===== config.mk =====
export PLATFORM = sky130hd
export DESIGN_NAME = lse_clut_interp
export DESIGN_NICKNAME = d
export VERILOG_FILES = /design/src/rtl/lse_clut_interp.sv
export SDC_FILE = /design/constraint.sdc
export NUM_CORES = 1
export LEC_CHECK = 0
export ABC_AREA = 1
export CAP_MARGIN = 20
export CORE_MARGIN = 1
export CORE_UTILIZATION = 25
export DETAILED_ROUTE_END_ITERATION = 16
export PLACE_DENSITY = 0.39
export RECOVER_POWER = 25
export SYNTH_ARGS = -nofsm -noshare
export SYNTH_HDL_FRONTEND = slang
export SYNTH_SLANG_ARGS = --single-unit

===== constraint.sdc =====
create_clock -name clk -period 7.7 [get_ports clk]
set_clock_uncertainty 0.05 [all_clocks]
set_input_delay 1.155 -clock clk [delete_from_list [all_inputs] [get_ports clk]]
set_output_delay 1.155 -clock clk [all_outputs]
set_load 0.02 [all_outputs]

===== src/rtl/lse_clut_interp.sv =====
// Runtime-loadable LSE correction LUT with nearest-lower or linear-interpolated lookup.
// Four register ranks (S1 fetch, S2 difference, S3 product, output) under one global stall.
module lse_clut_interp #(
    parameter int ADDR_BITS   = 4,
    parameter int FRAC_BITS   = 4,
    parameter int ENTRY_WIDTH = 10,
    parameter int TAG_W       = 4
) (
    input  logic                           clk,
    input  logic                           rst,
    input  logic                           cfg_we,
    input  logic [ADDR_BITS-1:0]           cfg_addr,
    input  logic [ENTRY_WIDTH-1:0]         cfg_wdata,
    input  logic                           in_valid,
    output logic                           in_ready,
    input  logic [ADDR_BITS+FRAC_BITS-1:0] in_x,
    input  logic                           in_mode,
    input  logic [TAG_W-1:0]               in_tag,
    output logic                           out_valid,
    input  logic                           out_ready,
    output logic [ENTRY_WIDTH-1:0]         correction,
    output logic [TAG_W-1:0]               out_tag
);

    localparam int ENTRIES = 2 ** ADDR_BITS;
    localparam int XW      = ADDR_BITS + FRAC_BITS;
    localparam int DW      = ENTRY_WIDTH + 1;
    localparam int PW      = ENTRY_WIDTH + FRAC_BITS + 1;
    localparam logic signed [PW-1:0] HALF = PW'(2 ** (FRAC_BITS - 1));

    logic [ENTRY_WIDTH-1:0] lut [ENTRIES];

    // S1 registers
    logic                   v1, mode1;
    logic [TAG_W-1:0]       tag1;
    logic [FRAC_BITS-1:0]   frac1;
    logic [ENTRY_WIDTH-1:0] y0_1, y1_1;
    // S2 registers
    logic                   v2, mode2;
    logic [TAG_W-1:0]       tag2;
    logic [FRAC_BITS-1:0]   frac2;
    logic [ENTRY_WIDTH-1:0] y0_2;
    logic signed [DW-1:0]   d2;
    // S3 registers
    logic                   v3, mode3;
    logic [TAG_W-1:0]       tag3;
    logic [ENTRY_WIDTH-1:0] y0_3;
    logic signed [PW-1:0]   p3;

    logic                   en;
    logic [ADDR_BITS-1:0]   idx, idx_hi;
    logic [FRAC_BITS-1:0]   frac_in;
    logic signed [DW-1:0]   d_c;
    logic signed [PW-1:0]   d_ext, f_ext, p_c, p_rnd, delta, sum_c;

    assign en       = !out_valid || out_ready;
    assign in_ready = en;
    assign idx      = in_x[XW-1:FRAC_BITS];
    assign frac_in  = in_x[FRAC_BITS-1:0];
    // Upper neighbour clamps at the last entry instead of wrapping to entry 0.
    assign idx_hi   = (idx == ADDR_BITS'(ENTRIES - 1)) ? idx : idx + ADDR_BITS'(1);

    always_comb begin
        d_c   = $signed({1'b0, y1_1}) - $signed({1'b0, y0_1});
        d_ext = {{(PW - DW){d2[DW-1]}}, d2};
        f_ext = {{(PW - FRAC_BITS){1'b0}}, frac2};
        p_c   = d_ext * f_ext;
        p_rnd = p3 + HALF;
        delta = p_rnd >>> FRAC_BITS;
        sum_c = $signed({{(PW - ENTRY_WIDTH){1'b0}}, y0_3}) + delta;
    end

    always_ff @(posedge clk) begin
        if (rst) begin
            // NOTE: the table is a register file, not a RAM, so it is cleared on reset like any other state.
            for (int i = 0; i < ENTRIES; i++) lut[i] <= '0;
            v1 <= 1'b0; mode1 <= 1'b0; tag1 <= '0; frac1 <= '0; y0_1 <= '0; y1_1 <= '0;
            v2 <= 1'b0; mode2 <= 1'b0; tag2 <= '0; frac2 <= '0; y0_2 <= '0; d2 <= '0;
            v3 <= 1'b0; mode3 <= 1'b0; tag3 <= '0; y0_3 <= '0; p3 <= '0;
            out_valid  <= 1'b0;
            correction <= '0;
            out_tag    <= '0;
        end else begin
            // NOTE: non-blocking write means a lookup in the same cycle reads the old entry.
            if (cfg_we) lut[cfg_addr] <= cfg_wdata;
            if (en) begin
                v1    <= in_valid;
                mode1 <= in_mode;
                tag1  <= in_tag;
                frac1 <= frac_in;
                y0_1  <= lut[idx];
                y1_1  <= lut[idx_hi];

                v2    <= v1;
                mode2 <= mode1;
                tag2  <= tag1;
                frac2 <= frac1;
                y0_2  <= y0_1;
                d2    <= d_c;

                v3    <= v2;
                mode3 <= mode2;
                tag3  <= tag2;
                y0_3  <= y0_2;
                p3    <= p_c;

                out_valid  <= v3;
                out_tag    <= tag3;
                // Interpolated result lies between y0 and y1, so truncation cannot overflow.
                correction <= mode3 ? sum_c[ENTRY_WIDTH-1:0] : y0_3;
            end
        end
    end

endmodule


==> results.json <==
{
  "clock-sinks": 263,
  "grt_pass1_vias": 12629,
  "cts_buffers": 35,
  "first_pass_iters": 6,
  "seq_area_frac_synth_pct": 44.36,
  "ys.flop_type": "edfxtp_1",
  "io_pins": 48,
  "critical_path.max_fanout": 56,
  "wl_per_cell_um": 18.25,
  "drive_gt1_share_pct": 4.090,
  "min_period_over_period_pct": 56.00,
  "clock-root-buffer": "clkbuf_16",
  "hold_path_class": "flop to flop",
  "maxSlewHeadroom_pct": -27.86,
  "clk_latency_ns": 0.56,
  "setup_slack_ns": 3.388,
  "die_area_mm2": 0.06291,
  "max_freq_mhz": 231.9,
  "fp.dieW_um": 250.8,
  "rows": 90,
  "antenna_cells": 0,
  "worstSetupPathType": "input port to primary output",
  "dp_hpwl_um": 35870,
  "cp_data_required_time_ns": 6.49,
  "place_area_mm2": 0.01649,
  "clock_path_buffers": 3,
  "hold_viol_final": 0,
  "synthCells": 2056,
  "synth_top_area_share_pct": 31.04,
  "holdBufCountCts": 0,
  "synth-edff-count": 160,
  "grt_overflow": 0,
  "cp-start-kind": "input port",
  "num_vias": 13347,
  "clk_pin_slew_ns": 0.06,
  "period_minus_slack_ns": 4.312,
  "post_synth.cell_area_avg_um2": 7.528,
  "io_buffer_count": 47,
  "syn_area_mm2": 0.01548,
  "grt_max_degree": 97,
  "critPathCaptureType": "primary output",
  "cts_max_level": 2,
  "synth_area_leaders": "edfxtp_1 (31%), dfxtp_1 (13%), inv_1 (8.1%), nand2_1 (8.1%), nor2_1 (7.0%)",
  "grt_pass1_wl_um": 78590,
  "synth_warnings": 0,
  "worstPathArrival_ns": 3.11,
  "worst_slew_pin_slew_ns": 1.918,
  "dp_cells": 2773,
  "async_flop_share_pct": 0,
  "cts_resized": 0,
  "synth_top_area_cell": "edfxtp_1",
  "start_util_pct": 25.45,
  "final_nets": 2126,
  "cts_tree": "yes",
  "maxCapViolations": 1,
  "dieHeight_um": 250.8,
  "outcome": "finished, violations left",
  "drt-total-wl_um": 51750,
  "synth.distinct_cells": 34,
  "cts_setup_buffers": 0,
  "fin_area_mm2": 0.01760,
  "layout_common_cells": "inv_1 (335), nand2_1 (335), nor2_1 (286), nand3_1 (213), o21ai_0 (207)",
  "syn_to_final_growth_pct": 13.71,
  "grt_setup_unrepaired": "false",
  "fin_tns_setup_ns": 0,
  "cellPowerDensity_mw_per_mm2": 223.6,
  "ys_ff_latch": 263,
  "finalWeightedCongestion": 0.8591,
  "drt-initial-drc-count": 1017,
  "grtUsageTotal_pct": 16.50,
  "ir_worst_vdd_uv": 133.7,
  "slew_viol_final": 40,
  "ant_nets": 0,
  "r2r_slack_ns": 4.11,
  "vias_per_cell": 4.706,
  "dp_slack_ns": 3.104,
  "core_mm2": 0.06081,
  "antenna_found_initial": 0,
  "drc": 0,
  "p_leak_nw": 8.265,
  "failed_checks": "max-capacitance violations, max-slew violations",
  "syn-num-nets": 2154,
  "layout.cells.non_filler": 2836,
  "setup_violations": 0
}
[layout make-up]
cell class              count  area (µm²)
flip-flops and latches    263        6867
well taps                 782       978.4
repair buffers             61       561.8
clock inverters            22       196.4
multi-input cells        1325        6792
fillers                  6529       43210
inverters                 342        1287
clock buffers              41       918.4
[cells by family after synthesis]
| logic type | after synthesis | share of synthesized area [%] |
|---|---|---|
| buf+inv | 468 | 11.81 |
| compound gates | 369 | 12.79 |
| simple gates | 860 | 22.94 |
| flops | 263 | 44.36 |
| fa+ha+maj | 66 | 6.402 |
| xor+xnor | 30 | 1.698 |
[Yosys cell counts (all sizes together), types with 2 or more instances]
library cell and count:
inv 341, nand2 339, nor2 288, nand3 214, o21ai 211, edfxtp 160, a21oi 103, dfxtp 103
clkbuf 79, buf 47, ha 44, o211ai 32, fa 22, xor2 20, o21bai 12, xnor2 10
nor3 9, nand4 8, a31oi 4, o22ai 3, a21o 2
[registers in the layout, summed over array words and instances (netlist names), 10 cells and up]
signal	cells
y1_1	10
correction	10
y0_1	10
p3	11
y0_2	10
lut	160
d2	11
y0_3	10
[layer usage]
| layer | track usage (%) | share of wire, % | up-vias |
|---|---|---|---|
| met5 | 0 | 0 | - |
| met2 | 26.29 | 45 | 374 |
| li1 | - | - | 6567 |
| met1 | 22.54 | 47 | 6326 |
| met4 | 5.837 | 3.2 | 0 |
| met3 | 2.568 | 5.0 | 80 |
[power by group]
part | leakage (nW) | switching, mW | internal [mW] | total (mW)
Sequential | 2.37 | 0.0847 | 1.60 | 1.68
Clock | 0.552 | 0.660 | 0.957 | 1.62
Combinational | 5.34 | 0.435 | 0.202 | 0.637
[worst max-delay path, cell delays in order]
cell	delay (ns)
clkdlybuf4s50_1	0.51
nor2_4	0.05
buf_4	0.23
inv_4	0.43
clkdlybuf4s50_1	0.71
[final timing paths]
check | from | end | cells after the start
worst min register to register | y0_3[9]$_SDFFE_PP0P_ | y0_3[9]$_SDFFE_PP0P_ | 2
worst max-delay path | out_ready | in_ready | 5
worst max register to register | frac2[3]$_SDFFE_PP0P_ | p3[13]$_SDFFE_PP0P_ | 14
worst min-delay path | y0_3[9]$_SDFFE_PP0P_ | y0_3[9]$_SDFFE_PP0P_ | 2
[per-stage QoR]
step           utilization (%)  hold WS (ns)  power [mW]
2_1_floorplan                -        0.3911       2.111
3_3_place_gp             27.12        0.4077       2.353
3_5_place_dp             27.12        0.4142       2.351
4_1_cts                  28.95        0.4231       3.994
5_1_grt                  28.94        0.4510       4.129
6_report                 28.94        0.4197       3.935
Power figures use the tool's default switching activity.
==> patch: new RTL, same settings <==
Change the parameter `FRAC_BITS` from 4 to 5.
--- a/src/rtl/lse_clut_interp.sv
+++ b/src/rtl/lse_clut_interp.sv
@@ -4,3 +4,3 @@
     parameter int ADDR_BITS   = 4,
-    parameter int FRAC_BITS   = 4,
+    parameter int FRAC_BITS   = 5,
     parameter int ENTRY_WIDTH = 10,
Interface: changed (resized in_x); port bits go from 48 to 49. The function was not compared with the original's and may differ.
==> patch against the unedited design <==
The run still ends with capacitance limit, slew limit left; cell area increased by 4.0%; largest cell class is now multi-input gates; worst setup slack got worse by 1.0 ns; non-clock buffer count unchanged; final cell count increased by 6.4%; power increased by 2.5%; global-route usage increased by 0.20 points; critical path depth unchanged; routed wire length increased by 4.7%; area after synthesis increased by 3.7%; count of clock-buffer cells in the layout increased by 10; critical path type is now in -> reg; sequential cell count increased by 2.
==> patch: results (changes against the unedited design) <==
Run status
  • Run status: complete, but fails checks
  • Failing checks: capacitance limit, slew limit

Finish
  • Share of layout cells above drive strength 1: 3.87% (-0.22 points)
  • # fillers: 6,995 (+7.1%)

Global routing
  • GR Util All Layers: 16.7% (+0.20 points)
  • Global-route wire length before repair: 84,300 microns (+7.2%)
  • Largest net degree at the start of global routing: 81 (-16%)

Critical path
  • Setup slack, reg-to-reg: 3.46 ns (-0.65 ns)
  • Worst r2r path cells: 16 (+2)
  • Crit Path Max Fanout: 71 (+27%)
  • Worst path max stage delay: 2.02 ns (+1.31 ns)
  • Worst setup path start: rst
  • Critical Path Sink: lut[10][3]

Placed design
  • Post-Place Cells: 2,952 (+6.5%)
  • HPWL after DPL: 37,500 microns (+4.6%)
  • I/O Buffers: 48 (+2.1%)
  • Post-Place Worst Slack: 2.96 ns (-0.145 ns)

Synth
  • Yosys cell types: 35 (+2.9%)
  • Top cell types by occurrence after synthesis: 401 x inv_1, 373 x nand2_1, 317 x nor2_1
  • Area contributors post-synth: edfxtp_1 30%, dfxtp_1 13%, inv_1 9.4%
  • Sequential area share after synthesis: 43.0% (-1.3 points)

Clock network
  • CTS Buf Count: 36 (+2.9%)

Timing
  • Fin. max-slew vios: 72 (+80%)
  • Crit path time final: 5.33 ns (+1.02 ns)

Run
  • Max-Cap Viols: 1 (unchanged)

Power
  • Leakage: 8.83 nW (+6.8%)

Detailed routing
  • WL final: 54,200 microns (+4.7%)
==> patch: kinds of logic after synthesis <==
logic type      count (synthesis)  synth area share, %
simple gates                  947                 24.4
buf+inv                       529                 12.9
compound gates                334                 11.1
flops                         265                 43.0
fa+ha+maj                      77                 7.54
xor+xnor                       19                 1.04
==> patch: metrics by stage <==
stage               instance area [sq um]  total power (W)
floorplan                           16100          0.00216
CTS                                 18300          0.00409
finish                              18300          0.00403
detailed placement                  17200          0.00242
global route                        18300          0.00425
global placement                    17200          0.00242
==> patch: per-layer routing <==
| metal | wire length [microns] | track usage, % |
|---|---|---|
| met1 | 26300 | 23.8 |
| met2 | 24100 | 26.3 |
| met3 | 2570 | 2.25 |
| met4 | 1160 | 4.30 |
| met5 | 0 | 0 |
==> patch: cell type report <==
type | instances | share of cell area [%]
clock buffer | 51 | 5.79
clock inverter | 15 | 0.554
inverter | 403 | 8.28
multi-input combinational | 1377 | 38.8
sequential | 265 | 37.7
tap | 846 | 5.78
timing repair buffer | 61 | 3.10
==> patch: worst min-delay path, cell delays in order (launching register included) <==
cell and delay [ns]:
dfxtp_1 0.32, nor2_1 0.05, nor2_1 0.06
==> patch: worst min-delay path by stage <==
stage | endpoint | slack (ns)
floorplan | out_valid | 0.39
global placement | tag3[2] | 0.41
detailed placement | out_valid | 0.41
CTS | out_valid | 0.41
global route | tag1[3] | 0.46
finish | out_valid | 0.41
==> patch: report_power, final <==
part | switching (W) | leakage, nW | internal (W)
Sequential | 0.0000857 | 2.39 | 0.00161
Clock | 0.000679 | 0.565 | 0.000967
Combinational | 0.000475 | 5.87 | 0.000221
